<file path="config.mk">
export PLATFORM = sky130hd
export DESIGN_NAME = encoder_8b10b
export DESIGN_NICKNAME = d
export VERILOG_FILES = /design/src/rtl/encoder_8b10b.sv
export SDC_FILE = /design/constraint.sdc
export NUM_CORES = 1
export LEC_CHECK = 0
export CAP_MARGIN = 0
export CORE_UTILIZATION = 30
export DETAILED_ROUTE_END_ITERATION = 8
export GPL_TIMING_DRIVEN = 0
export PLACE_DENSITY = 0.6
export REMOVE_ABC_BUFFERS = 1
export SYNTH_ARGS = -nofsm -noshare
export SYNTH_HDL_FRONTEND = slang
export SYNTH_SLANG_ARGS = --single-unit
</file>
<file path="constraint.sdc">
create_clock -name clk -period 5.3 [get_ports clk]
set_input_delay 0.53 -clock clk [delete_from_list [all_inputs] [get_ports clk]]
set_output_delay 0.53 -clock clk [all_outputs]
set_load 0.01 [all_outputs]
</file>
<file path="src/rtl/encoder_8b10b.sv">
// Registered 8b/10b encoder producing IEEE 802.3 Clause 36 code groups.
// It keeps its own running disparity and flags requests for invalid K characters.
module encoder_8b10b (
  input  logic       clk,
  input  logic       reset,
  input  logic       startin,
  input  logic [7:0] datain,
  input  logic       kin,
  input  logic       pushin,
  output logic [9:0] dataout,
  output logic       pushout,
  output logic       kerr,
  output logic       rdcur
);

  logic       rd_reg;
  logic       rd_start, rd6, rd4;
  logic [4:0] x;
  logic [2:0] y;
  logic       k28, kx7, k_bad, use_a7;
  logic [5:0] code6_neg, abcdei;
  logic [3:0] code4_neg, fghj;
  logic       unbal6, unbal4, flip6, flip4;

  assign rdcur = rd_reg;

  // Tables hold the RD- form; the RD+ form is the complement whenever it differs.
  always_comb begin
    x         = datain[4:0];
    y         = datain[7:5];
    rd_start  = startin ? 1'b0 : rd_reg;
    k28       = kin && (x == 5'd28);
    kx7       = kin && (y == 3'd7) &&
                ((x == 5'd23) || (x == 5'd27) || (x == 5'd29) || (x == 5'd30));
    k_bad     = kin && !(k28 || kx7);
    code6_neg = 6'b000000;
    code4_neg = 4'b0000;

    case (x)
      5'd0:  code6_neg = 6'b100111;
      5'd1:  code6_neg = 6'b011101;
      5'd2:  code6_neg = 6'b101101;
      5'd3:  code6_neg = 6'b110001;
      5'd4:  code6_neg = 6'b110101;
      5'd5:  code6_neg = 6'b101001;
      5'd6:  code6_neg = 6'b011001;
      5'd7:  code6_neg = 6'b111000;
      5'd8:  code6_neg = 6'b111001;
      5'd9:  code6_neg = 6'b100101;
      5'd10: code6_neg = 6'b010101;
      5'd11: code6_neg = 6'b110100;
      5'd12: code6_neg = 6'b001101;
      5'd13: code6_neg = 6'b101100;
      5'd14: code6_neg = 6'b011100;
      5'd15: code6_neg = 6'b010111;
      5'd16: code6_neg = 6'b011011;
      5'd17: code6_neg = 6'b100011;
      5'd18: code6_neg = 6'b010011;
      5'd19: code6_neg = 6'b110010;
      5'd20: code6_neg = 6'b001011;
      5'd21: code6_neg = 6'b101010;
      5'd22: code6_neg = 6'b011010;
      5'd23: code6_neg = 6'b111010;
      5'd24: code6_neg = 6'b110011;
      5'd25: code6_neg = 6'b100110;
      5'd26: code6_neg = 6'b010110;
      5'd27: code6_neg = 6'b110110;
      5'd28: code6_neg = k28 ? 6'b001111 : 6'b001110;
      5'd29: code6_neg = 6'b101110;
      5'd30: code6_neg = 6'b011110;
      default: code6_neg = 6'b101011;
    endcase

    unbal6 = ($countones(code6_neg) != 3);
    flip6  = unbal6 || (x == 5'd7);
    abcdei = (rd_start && flip6) ? ~code6_neg : code6_neg;
    rd6    = rd_start ^ unbal6;

    use_a7 = (y == 3'd7) &&
             (k28 || kx7 ||
              (!rd6 && ((x == 5'd17) || (x == 5'd18) || (x == 5'd20))) ||
              ( rd6 && ((x == 5'd11) || (x == 5'd13) || (x == 5'd14))));

    if (k28) begin
      case (y)
        3'd0:    code4_neg = 4'b1011;
        3'd1:    code4_neg = 4'b0110;
        3'd2:    code4_neg = 4'b1010;
        3'd3:    code4_neg = 4'b1100;
        3'd4:    code4_neg = 4'b1101;
        3'd5:    code4_neg = 4'b0101;
        3'd6:    code4_neg = 4'b1001;
        default: code4_neg = 4'b0111;
      endcase
    end else begin
      case (y)
        3'd0:    code4_neg = 4'b1011;
        3'd1:    code4_neg = 4'b1001;
        3'd2:    code4_neg = 4'b0101;
        3'd3:    code4_neg = 4'b1100;
        3'd4:    code4_neg = 4'b1101;
        3'd5:    code4_neg = 4'b1010;
        3'd6:    code4_neg = 4'b0110;
        default: code4_neg = use_a7 ? 4'b0111 : 4'b1110;
      endcase
    end

    unbal4 = ($countones(code4_neg) != 2);
    flip4  = k28 || unbal4 || (y == 3'd3);
    fghj   = (rd6 && flip4) ? ~code4_neg : code4_neg;
    rd4    = rd6 ^ unbal4;
  end

  // Output register and running disparity; idle cycles hold dataout and RD.
  always_ff @(posedge clk or posedge reset) begin
    if (reset) begin
      dataout <= 10'b0;
      pushout <= 1'b0;
      kerr    <= 1'b0;
      rd_reg  <= 1'b0;
    end else if (pushin) begin
      dataout <= {abcdei, fghj};
      pushout <= 1'b1;
      kerr    <= k_bad;
      rd_reg  <= rd4;
    end else begin
      pushout <= 1'b0;
      kerr    <= 1'b0;
      if (startin)
        rd_reg <= 1'b0;
    end
  end

endmodule
</file>
## Word-level counts from Yosys, hierarchy flattened

Index checks and enable logic that the tools add are counted.

| word-level totals | value |
|---|---|
| memory bits (writable) | 0 |
| logic and storage cells | 93 |
| register bits | 13 |
| memories | 0 |
| bits in latches | 0 |
| memory bits (read-only) | 0 |

| operators by class | value |
|---|---|
| muxes and demuxes | 12 |
| eq/ne operators | 39 |
| divide/modulo/power cells | 0 |
| bitwise gates (word level) | 4 |
| reduce and logical (&&, ||, !) cells | 26 |
| order comparisons | 0 |
| shift-type cells | 0 |
| multiply operators | 0 |
| add/subtract/negate cells | 8 |

Operators by type and width:

| cell | number |
|---|---|
| 6-bit case mux with 31 select lines | 1 |
| 5-bit equality test (second input constant) | 15 |
| 4-bit case mux with 7 select lines | 2 |
| 5-bit by 4-bit equality test with 1-bit output (second input constant) | 8 |
| 5-bit by 3-bit equality test with 1-bit output (second input constant) | 4 |
| 1-bit logical OR | 13 |
| 3-bit equality test (second input constant) | 4 |
| 4-bit 2-to-1 mux | 3 |
| 1-bit by 1-bit adder with 2-bit output | 5 |
| 5-bit by 2-bit equality test with 1-bit output (second input constant) | 2 |
| 1-bit logical AND | 9 |
| 2-bit by 2-bit adder with 3-bit output | 2 |
| 3-bit by 2-bit equality test with 1-bit output (second input constant) | 2 |
| 6-bit 2-to-1 mux | 1 |
| 6-bit inverter | 1 |
| 5-bit by 1-bit equality test with 1-bit output (second input constant) | 1 |
| 5-bit logical NOT | 1 |
| 1-bit 2-to-1 mux | 5 |
| 3-bit by 2-bit adder with 4-bit output | 1 |
| 4-bit by 2-bit inequality test with 1-bit output (second input constant) | 1 |
| 4-bit inverter | 1 |
| 3-bit by 1-bit equality test with 1-bit output (second input constant) | 1 |
| 3-bit logical NOT | 1 |
| 3-bit by 2-bit inequality test with 1-bit output (second input constant) | 1 |
| other kinds (2) | 4 |

## Logic depth before layout (Yosys ltp)

Gate-level depths: netlist of the first run.

| depth | value |
|---|---|
| depth after elaboration | 24 |
| mapped depth | 26 |
| mapped depth without buffers | 24 |

## Worst setup path after synthesis of the first run

OpenSTA, ideal clock, no wires.

| timing path | value |
|---|---|
| kind | input to register |
| start point | input datain[2] |
| end point | register dataout[2] |
| path slack | -1.427 ns |
| arrival | 6.602 ns |
| data required time | 5.175 ns |
| stages | 23 |
| cells stage by stage | buf_2 -> clkbuf_1 -> nor2_1 -> a221oi_1 -> fa_1 -> fa_1 -> inv_1 -> ha_1 -> inv_1 -> fa_1 -> nand3b_1 -> xnor2_1 -> mux2i_1 -> nand4_1 -> nand3_1 -> nand3_1 -> fa_1 -> ha_1 -> ha_1 -> nor3b_1 -> a31o_2 -> xnor2_1 -> mux2_2 |

| between the ends | value |
|---|---|
| longest elaborated chain between the ends | 24 |

Ends and longest elaborated chain:

| element | line | source |
|---|---|---|
| start, declared | 7 | `input logic [7:0] datain,` |
| 5-bit equality test | 32, 39 |  |
| 1-bit logical AND | 32 | `k28 = kin && (x == 5'd28);` |
| 1-bit 2-to-1 mux | 68 | `5'd28: code6_neg = k28 ? 6'b001111 : 6'b001110;` |
| 6-bit case mux with 31 select lines | 39 | `case (x)` |
| 1-bit by 1-bit adder with 2-bit output (implied by the code) | 74 | `unbal6 = ($countones(code6_neg) != 3);` |
| 2-bit by 2-bit adder with 3-bit output (implied by the code) | 74 |  |
| 3-bit by 2-bit adder with 4-bit output (implied by the code) | 74 |  |
| 4-bit by 2-bit inequality test with 1-bit output | 74 |  |
| [... 7 more ...] | -- |  |
| 4-bit case mux with 7 select lines | 96 | `case (y)` |
| 4-bit 2-to-1 mux | 84 | `if (k28) begin` |
| 1-bit by 1-bit adder with 2-bit output (implied by the code) | 108 | `unbal4 = ($countones(code4_neg) != 2);` |
| 2-bit by 2-bit adder with 3-bit output (implied by the code) | 108 |  |
| 3-bit by 2-bit inequality test with 1-bit output | 108 |  |
| 1-bit logical OR (2 in series) | 109 | `flip4 = k28 \|\| unbal4 \|\| (y == 3'd3);` |
| 1-bit logical AND | 110 | `fghj = (rd6 && flip4) ? ~code4_neg : code4_neg;` |
| 4-bit 2-to-1 mux (*) | 110 |  |
| end signal, assigned | 122 | `dataout <= {abcdei, fghj};` |
| end, declared | 10 | `output logic [9:0] dataout,` |

Mark *: on every way between the ends. The rest lies on a longest branch, timed or not.
A chain may end at the register's enable or synchronous reset.

## Worst setup path after layout of the first run

| timing path | value |
|---|---|
| start point | input datain[1] |
| end point | register dataout[0] |

Same word-level chain as after synthesis.

==> results of run 1 <==
## power by group through the flow
stage / clock network [mW] / logic (mW) / registers, mW
floorplan: 0 / 0.180 / 0.163
global placement: 0 / 0.309 / 0.148
detailed placement: 0 / 0.314 / 0.149
CTS: 0.0893 / 0.414 / 0.148
global route: 0.0953 / 0.483 / 0.152
finish: 0.0869 / 0.444 / 0.148
## kinds of logic (layout without fill, tap and decap cells)
group | after synthesis | in the layout | share of synthesized area
and+or+nand+nor | 67 | 67 | 0.234
AOI/OAI and AO/OA | 49 | 49 | 0.223
buffers and inverters | 21 | 51 | 0.0683
xor gates and xnor gates | 15 | 15 | 0.0972
DFF | 13 | 13 | 0.228
adders and majority gates | 10 | 10 | 0.104
muxes | 6 | 6 | 0.0455
## how the worst max path moves through the flow
stage                       endpoint  slack [ns]  cells after the start
after global routing      dataout[0]       -0.85                     25
after CTS                 dataout[0]       -0.66                     25
final                     dataout[0]       -0.59                     25
after floorplan           dataout[2]       -1.13                     22
after global placement    dataout[0]       -2.99                     24
after detailed placement  dataout[0]       -3.05                     24
## cell usage after synthesis, types with 3 or more instances
library cell / count
a21o_1: 3
a21oi_1: 16
a221oi_1: 3
buf_2: 3
clkbuf_1: 9
dfrtp_1: 13
fa_1: 4
ha_1: 3
inv_1: 7
mux2_2: 4
nand2_1: 16
nand2b_1: 6
nand3_1: 4
nor2_1: 21
nor2b_1: 3
nor3_1: 4
o21ai_0: 10
o221ai_1: 3
xnor2_1: 9
xor2_1: 5
## worst reg2reg max path: stages, from the launching register on
cell and delay, ns:
dfrtp_1 0.40, nor2b_1 0.42, xnor2_4 0.17, mux2i_1 0.20, nand4_1 0.18, nand3_1 0.16, nand3_2 0.10, fa_1 0.44
ha_2 0.20, ha_4 0.25, nor3b_4 0.30, nor3_2 0.06, o211ai_1 0.22, o2111ai_2 0.16, a221oi_2 0.31
## metrics by stage
stage / setup TNS (ns) / setup WS (ns) / hold WS (ns) / utilization
2_1_floorplan: -5.24 / -1.13 / 0.407 / -
3_3_place_gp: -14.38 / -2.99 / 0.492 / 0.374
3_5_place_dp: -14.58 / -3.05 / 0.501 / 0.374
4_1_cts: -2.89 / -0.658 / 0.513 / 0.444
5_1_grt: -3.84 / -0.846 / 0.530 / 0.461
6_report: -2.71 / -0.589 / 0.506 / 0.461
## final cells by class
cell class,count,area [um^2]
inverter,7,30.0
tap,52,65.1
sequential,13,325
timing repair buffer,40,388
fill,441,2410
clock buffer,4,45.0
multi-input combinational,147,1210
## repair_timing
item | 4_1_cts | 5_1_grt
gates resized for setup | 65 | 13
pin swaps | 26 | 16
hold endpoints to repair | 0 | 0
setup buffers | 13 | 2
setup endpoints to repair | 5 | 5
## per-layer routing
layer / vias to the layer above / global-route usage / routed length, um
li1: 701 / - / -
met1: 657 / 0.211 / 1760
met2: 32 / 0.232 / 1690
met3: 2 / 0.00570 / 94
met4: 0 / 0.0422 / 23
met5: - / 0 / 0
## registers in the layout (all words and copies together), names as in the netlist
signal / flops
pushout: 1
rdcur: 1
kerr: 1
dataout: 10
==> summary.txt, run 1 <==
failing checks -> setup timing
Routed WL -> 3560 um
post-synth top area share -> 0.228
R2R Setup Slk -> 1.63 ns
delay-heaviest family, CP -> adder cells
CTS root buf -> clkbuf_8
crit path setup slack, layout -> -0.589 ns
Starting DRT DRC Count -> 54
largest cells by area after synthesis -> dfrtp_1, a21oi_1, fa_1
Unique masters post-synth -> 47
Reg2Reg Depth -> 14
Setup crit end kind -> flop
Clock power frac -> 0.128
first-pass GRT wire length -> 5950 um
CTS tree -> built
Clock Skews -> 0.00112 ns
CP startpoint -> datain[1]
GPL Wtd Cong -> 0.794
nets@finish -> 232
hold_sp -> dataout[2]
CTS Buf Count -> 3
RSZ-0062 raised after global routing -> true
share of cells above drive strength 1 -> 0.284
DRT antenna net count -> 0
critical path arrival -> 6.03 ns
Critical Path RT -> 5.44 ns
worst hold stages -> 1
Starting Density -> 0.319
Tcrit/Tclk final -> 1.11
crit path buf inv count -> 4
row count -> 24
number of flops mapped to enable cells by yosys -> 0
worst-margin pin slew -> 0.805 ns
CTS H-tree lvls -> 1
synthesis-stage register bit count -> 13
leakage power -> 0.823 nW
Reg power frac -> 0.218
Non-Filler Instances -> 263
Hold Path End -> dataout[2]
reg2reg end -> dataout[0]
Sink Count -> 13
Ys Warns -> 0
combinational group share of total power -> 0.654
Synth-to-Final Area Change -> 44.2%
crit path max fanout -> 7
Pwr Total -> 0.679 mW
number of global-route vias before repair -> 1277
Port-buffer cells -> 25
DP HPWL -> 2320 um
Syn Area/Cell -> 7.89 um^2
worst skew pair latency -> 0.24 ns
register area share after synthesis -> 0.228
Final Critical Period -> 5.89 ns
maxcap violations -> 0
Peak Freq -> 170 MHz
outcome -> complete, but fails checks
DP Cell Count -> 244
initial antenna violation count -> 0
Synth Flop Type -> dfrtp_1
Final Setup Violations -> 5
boundary pin count -> 26
PD cells -> 330 nW/um^2
Net Sw Power -> 0.249 mW
crit path launch type -> input port
maximum VDD drop -> 0.118 mV
Sw Share -> 0.367
Worst Hold Class -> flop to flop
Yosys top cell by area -> dfrtp_1
Die Footprint -> 5040 um^2
Die H -> 71.0 um
most frequent cells in the layout -> nor2_1, clkdlybuf4s50_1, nand2_1
clock-pin transition on the worst setup and hold timing paths -> 0.05 ns
cts hold-fix bufs -> 0
Final Hold Fails -> 0
DR pass1 iterations -> 7
CP peak stage delay -> 0.50 ns
Chip Width -> 71.0 um
fin. max-slew vios -> 0
Slowest-stage cell, CP -> fa_1
critical path class -> input port to flop
cell-internal power -> 0.430 mW
Core Area -> 4470 um^2
Rel. slew slack -> 0.462
largest net degree at the start of global routing -> 23
Top cell by count, worst path -> fa_1
commonest non-fill, non-tap cell in the layout -> nor2_1
final instance area -> 2060 um^2
Mapped Area -> 1430 um^2
Placed Instance Area -> 1670 um^2
clk buf depth -> 2
asr flop ratio synth -> 1.00
Syn Inst Count -> 181
# diodes -> 0
DR DRC count -> 0
DR vias/cell -> 5.29
vias -> 1392
total grt overflow -> 0
reg-to-reg startpoint -> rdcur
wire per inst -> 13.5 um
total track usage -> 0.144
Power figures use the tool's default switching activity.
==> run 2, diff against run 1 <==
--- a/config.mk
+++ b/config.mk
@@ -8,8 +8,9 @@
 export CAP_MARGIN = 0
 export CORE_UTILIZATION = 30
 export DETAILED_ROUTE_END_ITERATION = 8
+export DONT_BUFFER_PORTS = 1
 export GPL_TIMING_DRIVEN = 0
-export PLACE_DENSITY = 0.6
+export PLACE_DENSITY = 0.53
 export REMOVE_ABC_BUFFERS = 1
 export SYNTH_ARGS = -nofsm -noshare
 export SYNTH_HDL_FRONTEND = slang
==> run 2 against run 1 <==
The flow finishes with violations (DRC, setup timing). Core utilization fell by 7.2 points. Sequential power rose by 14%. Die area did not move. Non-clock buffer count fell by 29. Clock power rose by 0.8%. Combinational power fell by 23%. Via count fell by 8.4%. Cell area fell by 16%. Critical endpoint is now dataout[2].
==> summary.txt, run 2 (synthesis gave the netlist of run 1 again) <==
Port-buffer cells -> 0
Top cell by count, worst path -> fa_1
Sw Share -> 0.377
RSZ-0062 raised after global routing -> true
Net Sw Power -> 0.225 mW
Biggest register -> dataout
critical path arrival -> 5.80 ns
maximum VDD drop -> 0.115 mV
first-pass GRT wire length -> 5600 um
crit path to -> dataout[2]
reg-to-reg startpoint -> rdcur
Core Area -> 4470 um^2
Final Hold Fails -> 0
CP cell instances -> or3_4, a21o_1, o21ai_2, fa_1, fa_1, inv_1, ha_2, inv_2, fa_1, nand3b_1, buf_6, xnor2_4, mux2i_1, nand4_1, a21o_1, nand2_2, fa_1, ha_2, ha_4, nor3b_4, buf_12, a31o_4, xnor2_2, mux2_4
Rel. slew slack -> 0.604
# fillers -> 447
DR pass1 iterations -> 7
Final Util -> 0.389
worst-margin pin slew -> 0.592 ns
Clock power frac -> 0.147
clock-pin transition on the worst setup and hold timing paths -> 0.05 ns
total track usage -> 0.138
CTS Buf Count -> 3
Pwr Total -> 0.596 mW
Die Footprint -> 5040 um^2
boundary pin count -> 26
Setup crit end kind -> flop
setup TNS -> -1.76 ns
total grt overflow -> 0
Slowest-stage cell, CP -> fa_1
clk buf depth -> 2
Routed WL -> 3320 um
maxcap violations -> 0
crit path buf inv count -> 4
largest net degree at the start of global routing -> 23
# diodes -> 0
Starting Density -> 0.319
nets@finish -> 203
PD cells -> 343 nW/um^2
row count -> 24
critical path class -> input port to flop
fin. max-slew vios -> 0
Chip Width -> 71.0 um
reg2reg end -> dataout[2]
number of global-route vias before repair -> 1159
Reg power frac -> 0.281
worst skew pair latency -> 0.24 ns
share of cells above drive strength 1 -> 0.253
GPL Wtd Cong -> 0.760
Largest register FFs -> 10
outcome -> complete, but fails checks
cell-internal power -> 0.371 mW
Starting DRT DRC Count -> 95
pre-CTS setup slack -> -2.02 ns
CP peak stage delay -> 0.49 ns
CTS root buf -> clkbuf_8
Peak Freq -> 176 MHz
CTS tree -> built
Tcrit/Tclk final -> 1.07
Die H -> 71.0 um
cts hold-fix bufs -> 0
Sink Count -> 13
DR DRC count -> 4
most frequent cells in the layout -> nor2_1, a21oi_1, nand2_1, dfrtp_1, buf_4
initial antenna violation count -> 0
DR vias/cell -> 5.45
Worst Hold Class -> input port to async pin
CP startpoint -> datain[0]
crit path max fanout -> 14
Critical Path RT -> 5.43 ns
vias -> 1275
Reg2Reg Depth -> 14
R2R Setup Slk -> 1.65 ns
combinational group share of total power -> 0.572
DP HPWL -> 2280 um
Final Setup Violations -> 5
Final Critical Period -> 5.68 ns
DRT antenna net count -> 0
leakage power -> 0.681 nW
delay-heaviest family, CP -> adder cells
crit path setup slack, layout -> -0.378 ns
failing checks -> DRC, setup timing
CTS H-tree lvls -> 1
commonest non-fill, non-tap cell in the layout -> nor2_1
crit path launch type -> input port
Synth-to-Final Area Change -> 21.7%
wire per inst -> 14.2 um
Stages on worst setup path -> 24
Clock Skews -> 0.00462 ns
-- run 2: cell types whose count changed in the layout (fill, tap and decap cells not counted), sizes merged --
| cell | before | now |
|---|---|---|
| clkdlybuf4s15 | 1 | 0 |
| clkdlybuf4s50 | 19 | 0 |
| buf | 20 | 11 |
-- run 2: metrics by stage --
stage                     std cells  cell area (um^2)  hold WS (ns)
after floorplan                 167              1360         0.407
after global placement          219              1420         0.462
after detailed placement        219              1420         0.462
after CTS                       231              1660         0.198
after global routing            234              1740         0.225
final                           234              1740         0.190
-- run 2: final cells by class --
class,count,area (um^2),area share
multi-input combinational,147,1170,0.676
clock buffer,4,45.0,0.0259
sequential,13,325,0.187
inverter,7,30.0,0.0173
timing repair buffer,11,98.8,0.0568
tap,52,65.1,0.0374
-- run 2: what timing repair did --
item / CTS / global route
pin swaps: 19 / 14
resized for setup: 23 / 11
setup buffers: 8 / 3
setup endpoints to repair: 5 / 5
-- run 2: power by group through the flow --
stage	combinational [mW]	sequential (mW)	clock [mW]
floorplan	0.180	0.163	0
global placement	0.210	0.169	0
detailed placement	0.212	0.170	0
CTS	0.299	0.168	0.0906
global route	0.378	0.172	0.0942
finish	0.341	0.168	0.0876
-- run 2: how the worst min path moves through the flow --
stage	startpoint	endpoint	slack, ns	cells after the start
after floorplan	reset	dataout[0]	0.41	1
after global placement	reset	pushout	0.46	1
after detailed placement	reset	dataout[8]	0.46	1
after CTS	reset	rdcur	0.20	1
after global routing	reset	pushout	0.22	1
final	reset	rdcur	0.19	1
-- run 2: per-layer routing --
metal,vias to the layer above,part of all wire,global-route usage,routed length [um]
li1,641,-,-,-
met1,588,0.50,0.208,1680
met2,43,0.43,0.190,1440
met3,3,0.053,0.0271,176
met4,0,0.0096,0.0533,32
met5,-,0,0,0
